## config.mk

```make
export PLATFORM = sky130hd
export DESIGN_NAME = hilo_unit
export DESIGN_NICKNAME = d
export VERILOG_FILES = /design/src/rtl/hilo_unit_pkg.sv /design/src/rtl/hilo_unit_divu_core.sv /design/src/rtl/mulu.sv /design/src/rtl/hilo_unit.sv
export SDC_FILE = /design/constraint.sdc
export NUM_CORES = 2
export LEC_CHECK = 0
export CAP_MARGIN = 20
export CELL_PAD_IN_SITES_DETAIL_PLACEMENT = 0
export CELL_PAD_IN_SITES_GLOBAL_PLACEMENT = 1
export CORE_UTILIZATION = 43
export DETAILED_ROUTE_END_ITERATION = 10
export PLACE_DENSITY = 0.76
export SYNTH_ARGS = -nofsm -noshare
export SYNTH_HDL_FRONTEND = slang
export SYNTH_SLANG_ARGS = --single-unit
```

## constraint.sdc

```tcl
create_clock -name clk -period 7.8 [get_ports clk]
set_input_delay 2.34 -clock clk [delete_from_list [all_inputs] [get_ports clk]]
set_output_delay 2.34 -clock clk [all_outputs]
set_load 0.01 [all_outputs]
```

## src/rtl/hilo_unit_pkg.sv

```systemverilog
`default_nettype none
// ============================================================================
// Module      : hilo_unit_pkg
// Description : Shared encodings for the HI/LO multiply/divide unit: the
//               operation codes seen on the op port and the control FSM
//               state encoding.
// Revision    : 1.0 - initial release
// ============================================================================
package hilo_unit_pkg;

  typedef enum logic [1:0] {
    OP_MULTU = 2'b00,
    OP_DIVU  = 2'b01,
    OP_MTHI  = 2'b10,
    OP_MTLO  = 2'b11
  } op_e;

  typedef enum logic [1:0] {
    S_IDLE = 2'b00,
    S_MUL  = 2'b01,
    S_DIV  = 2'b10,
    S_FIN  = 2'b11
  } state_e;

endpackage
`default_nettype wire

```

## src/rtl/hilo_unit_divu_core.sv

```systemverilog
`default_nettype none
// ============================================================================
// Module      : divu_core
// Description : Iterative restoring unsigned divider, one quotient bit per
//               cycle. The first iteration is done on the loading edge from
//               the dividend/divisor inputs, so WIDTH iterations complete
//               WIDTH-1 edges after start; busy drops once results are final.
//               Requires WIDTH >= 2.
// Ports       : clk, rst_n          - clock, async active-low reset
//               start               - load operands (ignored while busy)
//               dividend, divisor   - operands, sampled only on start
//               busy                - iterations still outstanding
//               quotient, remainder - result registers
// Revision    : 1.0 - initial release
// ============================================================================
module divu_core #(
  parameter int WIDTH = 32
) (
  input  logic             clk,
  input  logic             rst_n,
  input  logic             start,
  input  logic [WIDTH-1:0] dividend,
  input  logic [WIDTH-1:0] divisor,
  output logic             busy,
  output logic [WIDTH-1:0] quotient,
  output logic [WIDTH-1:0] remainder
);

  localparam int CNT_W = $clog2(WIDTH) + 1;

  logic [WIDTH-1:0] rem_q, rem_d;
  logic [WIDTH-1:0] quot_q, quot_d;
  logic [WIDTH-1:0] div_q, div_d;
  logic [CNT_W-1:0] cnt_q, cnt_d;

  logic             load;
  logic [WIDTH-1:0] rem_src, quot_src, div_src;
  logic [WIDTH:0]   shifted, trial;
  logic             borrow;

  assign busy      = (cnt_q != '0);
  assign load      = start && !busy;
  assign quotient  = quot_q;
  assign remainder = rem_q;

  always_comb begin
    // On load the step runs straight from the inputs with a zero remainder.
    rem_src  = load ? '0       : rem_q;
    quot_src = load ? dividend : quot_q;
    div_src  = load ? divisor  : div_q;

    // The shifted remainder can reach 2*divisor-1, so the trial subtract is
    // one bit wider than the operands; its MSB is then a true borrow.
    shifted = {rem_src, quot_src[WIDTH-1]};
    trial   = shifted - {1'b0, div_src};
    borrow  = trial[WIDTH];

    rem_d  = rem_q;
    quot_d = quot_q;
    div_d  = div_q;
    cnt_d  = cnt_q;
    if (load || busy) begin
      rem_d  = borrow ? shifted[WIDTH-1:0] : trial[WIDTH-1:0];
      quot_d = {quot_src[WIDTH-2:0], ~borrow};
    end
    if (load) begin
      div_d = divisor;
      cnt_d = CNT_W'(WIDTH - 1);
    end else if (busy) begin
      cnt_d = cnt_q - CNT_W'(1);
    end
  end

  always_ff @(posedge clk or negedge rst_n) begin
    if (!rst_n) begin
      rem_q  <= '0;
      quot_q <= '0;
      div_q  <= '0;
      cnt_q  <= '0;
    end else begin
      rem_q  <= rem_d;
      quot_q <= quot_d;
      div_q  <= div_d;
      cnt_q  <= cnt_d;
    end
  end

endmodule
`default_nettype wire

```

## src/rtl/mulu.sv

```systemverilog
`default_nettype none
// ============================================================================
// Module      : mulu
// Description : Combinational unsigned multiplier, full 2*WIDTH-bit product.
// Ports       : a, b    - WIDTH-bit unsigned operands
//               product - 2*WIDTH-bit unsigned product
// Revision    : 1.0 - initial release
// ============================================================================
module mulu #(
  parameter int WIDTH = 32
) (
  input  logic [WIDTH-1:0]   a,
  input  logic [WIDTH-1:0]   b,
  output logic [2*WIDTH-1:0] product
);

  // Zero-extend before multiplying so the full product width is kept.
  assign product = {{WIDTH{1'b0}}, a} * {{WIDTH{1'b0}}, b};

endmodule
`default_nettype wire

```

## src/rtl/hilo_unit.sv

```systemverilog
`default_nettype none
// ============================================================================
// Module      : hilo_unit
// Description : HI/LO register pair with MULTU, DIVU, MTHI and MTLO.
//               MULTU takes 2 cycles, DIVU (b!=0) WIDTH+1 cycles, DIVU by
//               zero 1 cycle; moves complete on the accepting edge.
// Ports       : clk, rst_n - clock, async active-low reset
//               start, op  - request strobe and operation code
//               a, b       - operands
//               busy       - MUL/DIV/FIN in progress
//               done       - one-cycle pulse, result visible on hi/lo
//               dz         - sticky divide-by-zero flag of last DIVU
//               hi, lo     - HI and LO registers
// Revision    : 1.0 - initial release
// ============================================================================
module hilo_unit
  import hilo_unit_pkg::*;
#(
  parameter int WIDTH = 32
) (
  input  logic             clk,
  input  logic             rst_n,
  input  logic             start,
  input  logic [1:0]       op,
  input  logic [WIDTH-1:0] a,
  input  logic [WIDTH-1:0] b,
  output logic             busy,
  output logic             done,
  output logic             dz,
  output logic [WIDTH-1:0] hi,
  output logic [WIDTH-1:0] lo
);

  state_e           state_q, state_d;
  logic [WIDTH-1:0] a_q, a_d, b_q, b_d;
  logic [WIDTH-1:0] hi_q, hi_d, lo_q, lo_d;
  logic             busy_q, busy_d, done_q, done_d, dz_q, dz_d;

  logic               accept;
  logic               div_start;
  logic               div_busy;
  logic [WIDTH-1:0]   div_quot, div_rem;
  logic [2*WIDTH-1:0] product;

  // busy_q is high in every non-IDLE state, so this also implies IDLE.
  assign accept    = start && !busy_q;
  assign div_start = accept && (op_e'(op) == OP_DIVU) && (b != '0);

  mulu #(.WIDTH(WIDTH)) u_mulu (
    .a       (a_q),
    .b       (b_q),
    .product (product)
  );

  divu_core #(.WIDTH(WIDTH)) u_divu_core (
    .clk       (clk),
    .rst_n     (rst_n),
    .start     (div_start),
    .dividend  (a),
    .divisor   (b),
    .busy      (div_busy),
    .quotient  (div_quot),
    .remainder (div_rem)
  );

  always_comb begin
    state_d = state_q;
    a_d     = a_q;
    b_d     = b_q;
    hi_d    = hi_q;
    lo_d    = lo_q;
    dz_d    = dz_q;
    case (state_q)
      S_IDLE: begin
        if (accept) begin
          a_d = a;
          b_d = b;
          case (op_e'(op))
            OP_MULTU: state_d = S_MUL;
            OP_DIVU: begin
              if (b == '0) begin
                // Divide by zero resolves immediately; FIN shows the result.
                state_d = S_FIN;
                hi_d    = a;
                lo_d    = '1;
                dz_d    = 1'b1;
              end else begin
                state_d = S_DIV;
                dz_d    = 1'b0;
              end
            end
            OP_MTHI: hi_d = a;
            OP_MTLO: lo_d = a;
            default: ;
          endcase
        end
      end
      S_MUL: begin
        hi_d    = product[2*WIDTH-1:WIDTH];
        lo_d    = product[WIDTH-1:0];
        state_d = S_FIN;
      end
      S_DIV: begin
        if (!div_busy) begin
          hi_d    = div_rem;
          lo_d    = div_quot;
          state_d = S_FIN;
        end
      end
      S_FIN:   state_d = S_IDLE;
      default: state_d = S_IDLE;
    endcase
    busy_d = (state_d != S_IDLE);
    done_d = (state_d == S_FIN);
  end

  always_ff @(posedge clk or negedge rst_n) begin
    if (!rst_n) begin
      state_q <= S_IDLE;
      a_q     <= '0;
      b_q     <= '0;
      hi_q    <= '0;
      lo_q    <= '0;
      busy_q  <= 1'b0;
      done_q  <= 1'b0;
      dz_q    <= 1'b0;
    end else begin
      state_q <= state_d;
      a_q     <= a_d;
      b_q     <= b_d;
      hi_q    <= hi_d;
      lo_q    <= lo_d;
      busy_q  <= busy_d;
      done_q  <= done_d;
      dz_q    <= dz_d;
    end
  end

  assign busy = busy_q;
  assign done = done_q;
  assign dz   = dz_q;
  assign hi   = hi_q;
  assign lo   = lo_q;

endmodule
`default_nettype wire

```

==> impl_results.md <==
* Clock period minus final worst setup slack at a little under 8 ns
* Detailed placement HPWL at roughly 120000 um
* Initial antenna violation count at 3
* CTS Sinks at between 200 and 250
* Most area-consuming cells after synthesis: fa_1 39%, dfrtp_1 13%, and2_1 8.6%, ha_1 8.3%, inv_1 7.6%
* End point of the critical path: hi[31]
* Worst Setup End Kind: flip-flop
* Post-placement cell area at slightly above 50000 um^2
* GRT Util Overall at 26.6%
* Clock transition at the registers of the reported paths at 0.07 ns
* Reg2Reg Launch Point: a_q[11]
* DR pass1 iterations at 6
* R2R Path End: hi[31]
* Drt total wl at about 140000 um
* Initial Util at 43.5%
* Area of the multi-input gates at about 36000 um^2
* GRT overflow at 0
* Worst R2R Path Depth at 23
* Final Hold Vio Count at 0
* Clock Path Buffers at 3
* Synth async-reset ratio at 100%
* Die Wd at 329 um
* Clock skew at 0.0642 ns
* Initial DRC count at 2438
* CP Launch Type: flip-flop
* Final period util at between 90% and 100%
* Worst setup margin at 0.0235 ns
* Synth Cell Area at 45900 um^2
* Critical Path AT at 8.22 ns
* CTS buffer count at 28
* Most common cell in the netlist: inv_1
* CP Data Required Time at 8.24 ns
* Fill count at 9806
* Share of cells above drive strength 1 at about 11%
* Post-synth EDFFs at 0
* Final Wtd Congestion at 0.912
* Core area at 106000 um^2
* Unrepaired setup endpoints after global routing: yes
* Yosys reg bits at 235
* Port-buffer cells at 135
* Status: finished, final reports clean
* Vias in the first global route at around 38000
* CTS tree: done
* Rel. slew slack at 25.8%
* YS warnings at 0
* Flop2flop setup slack at ~0.023 ns
* Vias per cell at roughly 5.3
* Clock Latency Late Sink at 0.62 ns
* Synth area leader: fa_1
* Io pins at about 140
* Worst-margin pin slew at 1.11 ns
* Sequential fraction of the synthesis area at 12.8%
* Antenna cell count at 0
* Synthesized Nets at 6390
* Die Y at 329 um
* Max Transition Viols Final at 0
* Distinct cells, synth at 73
* Global-route wire length before repair at 223000 um
* Root buffer cell: clkbuf_16
* DRC at 0
* Post-synth top cells: 932 x inv_1, 897 x fa_1, 813 x nand2_1
* Hold_buf cts at 0
* Max-cap violations at 0
* Hold_ws at between 0.4 and 0.5 ns
* Final net count at 6637
* Final setup viols at 0
* Area of the die at 108000 um^2
* Syn-to-layout area delta at 15.9%
* F_max at around 130 MHz
* Row cnt at 119
* Final core utilization at 50.4%
* Mean Syn Cell Area at 8.96 um^2
* CP startpoint: a_q[11]
* H-tree levels at 1
* Main flop type after synthesis: dfrtp_1
* Hold Crit Class: flip-flop to flip-flop
* Flip-flop and latch area at between 5000 and 6000 um^2
* Largest net degree at the start of global routing at 172
* Via count at 36100
* Yosys top cell area share at between 30% and 40%
* Crit Path Max Fanout at 6
* Critical path type: flip-flop to flip-flop
* Post-route ant nets at 0
* Post-Syn Instances at 5121
* DP Worst Slack at -0.308 ns
* DR WL/cell at 20.7 um
* Post-route cell area at 53200 um^2
[worst min path at each step]
| stage | startpoint | end | cells past startpoint |
|---|---|---|---|
| after floorplan | u_divu_core.div_q[10] | u_divu_core.div_q[10] | 2 |
| after global placement | hi[1] | hi[1] | 2 |
| after detailed placement | hi[1] | hi[1] | 2 |
| after CTS | hi[1] | hi[1] | 2 |
| after global routing | hi[1] | hi[1] | 2 |
| final | hi[1] | hi[1] | 2 |
[worst max-delay path, cell delays in order, from the launching register on]
cell and delay [ns]:
dfrtp_2 0.48, buf_12 0.17, and2_4 0.13, fa_1 0.54
inv_1 0.06, fa_1 0.52, inv_1 0.05, fa_1 0.56
fa_1 0.47, fa_1 0.55, fa_1 0.58, fa_2 0.52
fa_1 0.62, ha_4 0.23, a21o_1 0.17, o21bai_4 0.18
a221oi_2 0.31, o21a_2 0.24, nand3_2 0.09, o21a_4 0.23
a31o_4 0.22, a211o_1 0.32, xnor2_2 0.23, o22ai_1 0.11
[routing by layer]
metal / vias up / wire length [um] / global-route usage [%]
met1: 18600 / 63300 / 39.2
met5: - / 13 / 0
met4: 2 / 3140 / 5.34
met3: 156 / 9400 / 3.48
met2: 1155 / 64300 / 42.0
li1: 16200 / - / -
[stage by stage]
step           instances  setup TNS (ns)
2_1_floorplan       5121               0
3_3_place_gp        6699           -1.17
3_5_place_dp        6699           -1.45
4_1_cts             6750         -0.0824
5_1_grt             6779           -1.19
6_report            6779               0
[cell families after synthesis]
kind of cell               Yosys count  synth area share, %
and+or+nand+nor                   1730                 18.2
buffers and inverters             1240                 10.2
adders and majority gates         1200                 47.4
AOI/OAI and AO/OA                  549                 7.93
DFF                                235                 12.8
xor gates and xnor gates            90                 1.73
muxes                               77                 1.72
[registers in the layout (all words and copies together) (netlist names), 6 cells and up]
register and cells:
u_divu_core.cnt_q 6, u_divu_core.remainder 32, lo 32, b_q 32, hi 32, a_q 32
u_divu_core.quotient 32, u_divu_core.div_q 32
[cell type report]
type                            count  area share (%)
Inverter                          933            6.58
Clock buffer                       40            1.48
Tap cell                         1391            3.27
Multi-Input combinational cell   3646            67.9
Sequential cell                   235            11.1
Timing Repair Buffer              524            9.42
Clock inverter                     10           0.256
[layout by cell type (no fill, tap or decap), types with 53 or more instances in the layout]
cell type	netlist	final
clkdlybuf4s50_1	0	134
ha_1	303	285
dfrtp_1	235	227
nor2_1	152	148
buf_4	3	318
fa_1	897	875
o21ai_0	118	106
and2_1	629	622
mux2i_1	61	61
nand2_1	813	808
inv_1	932	923
xnor2_1	63	55
a21oi_1	119	100
buf_12	0	53
[timing repair]
action	4_1_cts	5_1_grt
buffers inserted	1	29
cloned	0	1
resized for setup	26	164
setup endpoints to repair	18	31
pin swaps	6	104
Power is not shown: default switching activity piles up to over one toggle a cycle in this logic, so the estimate is an artifact.
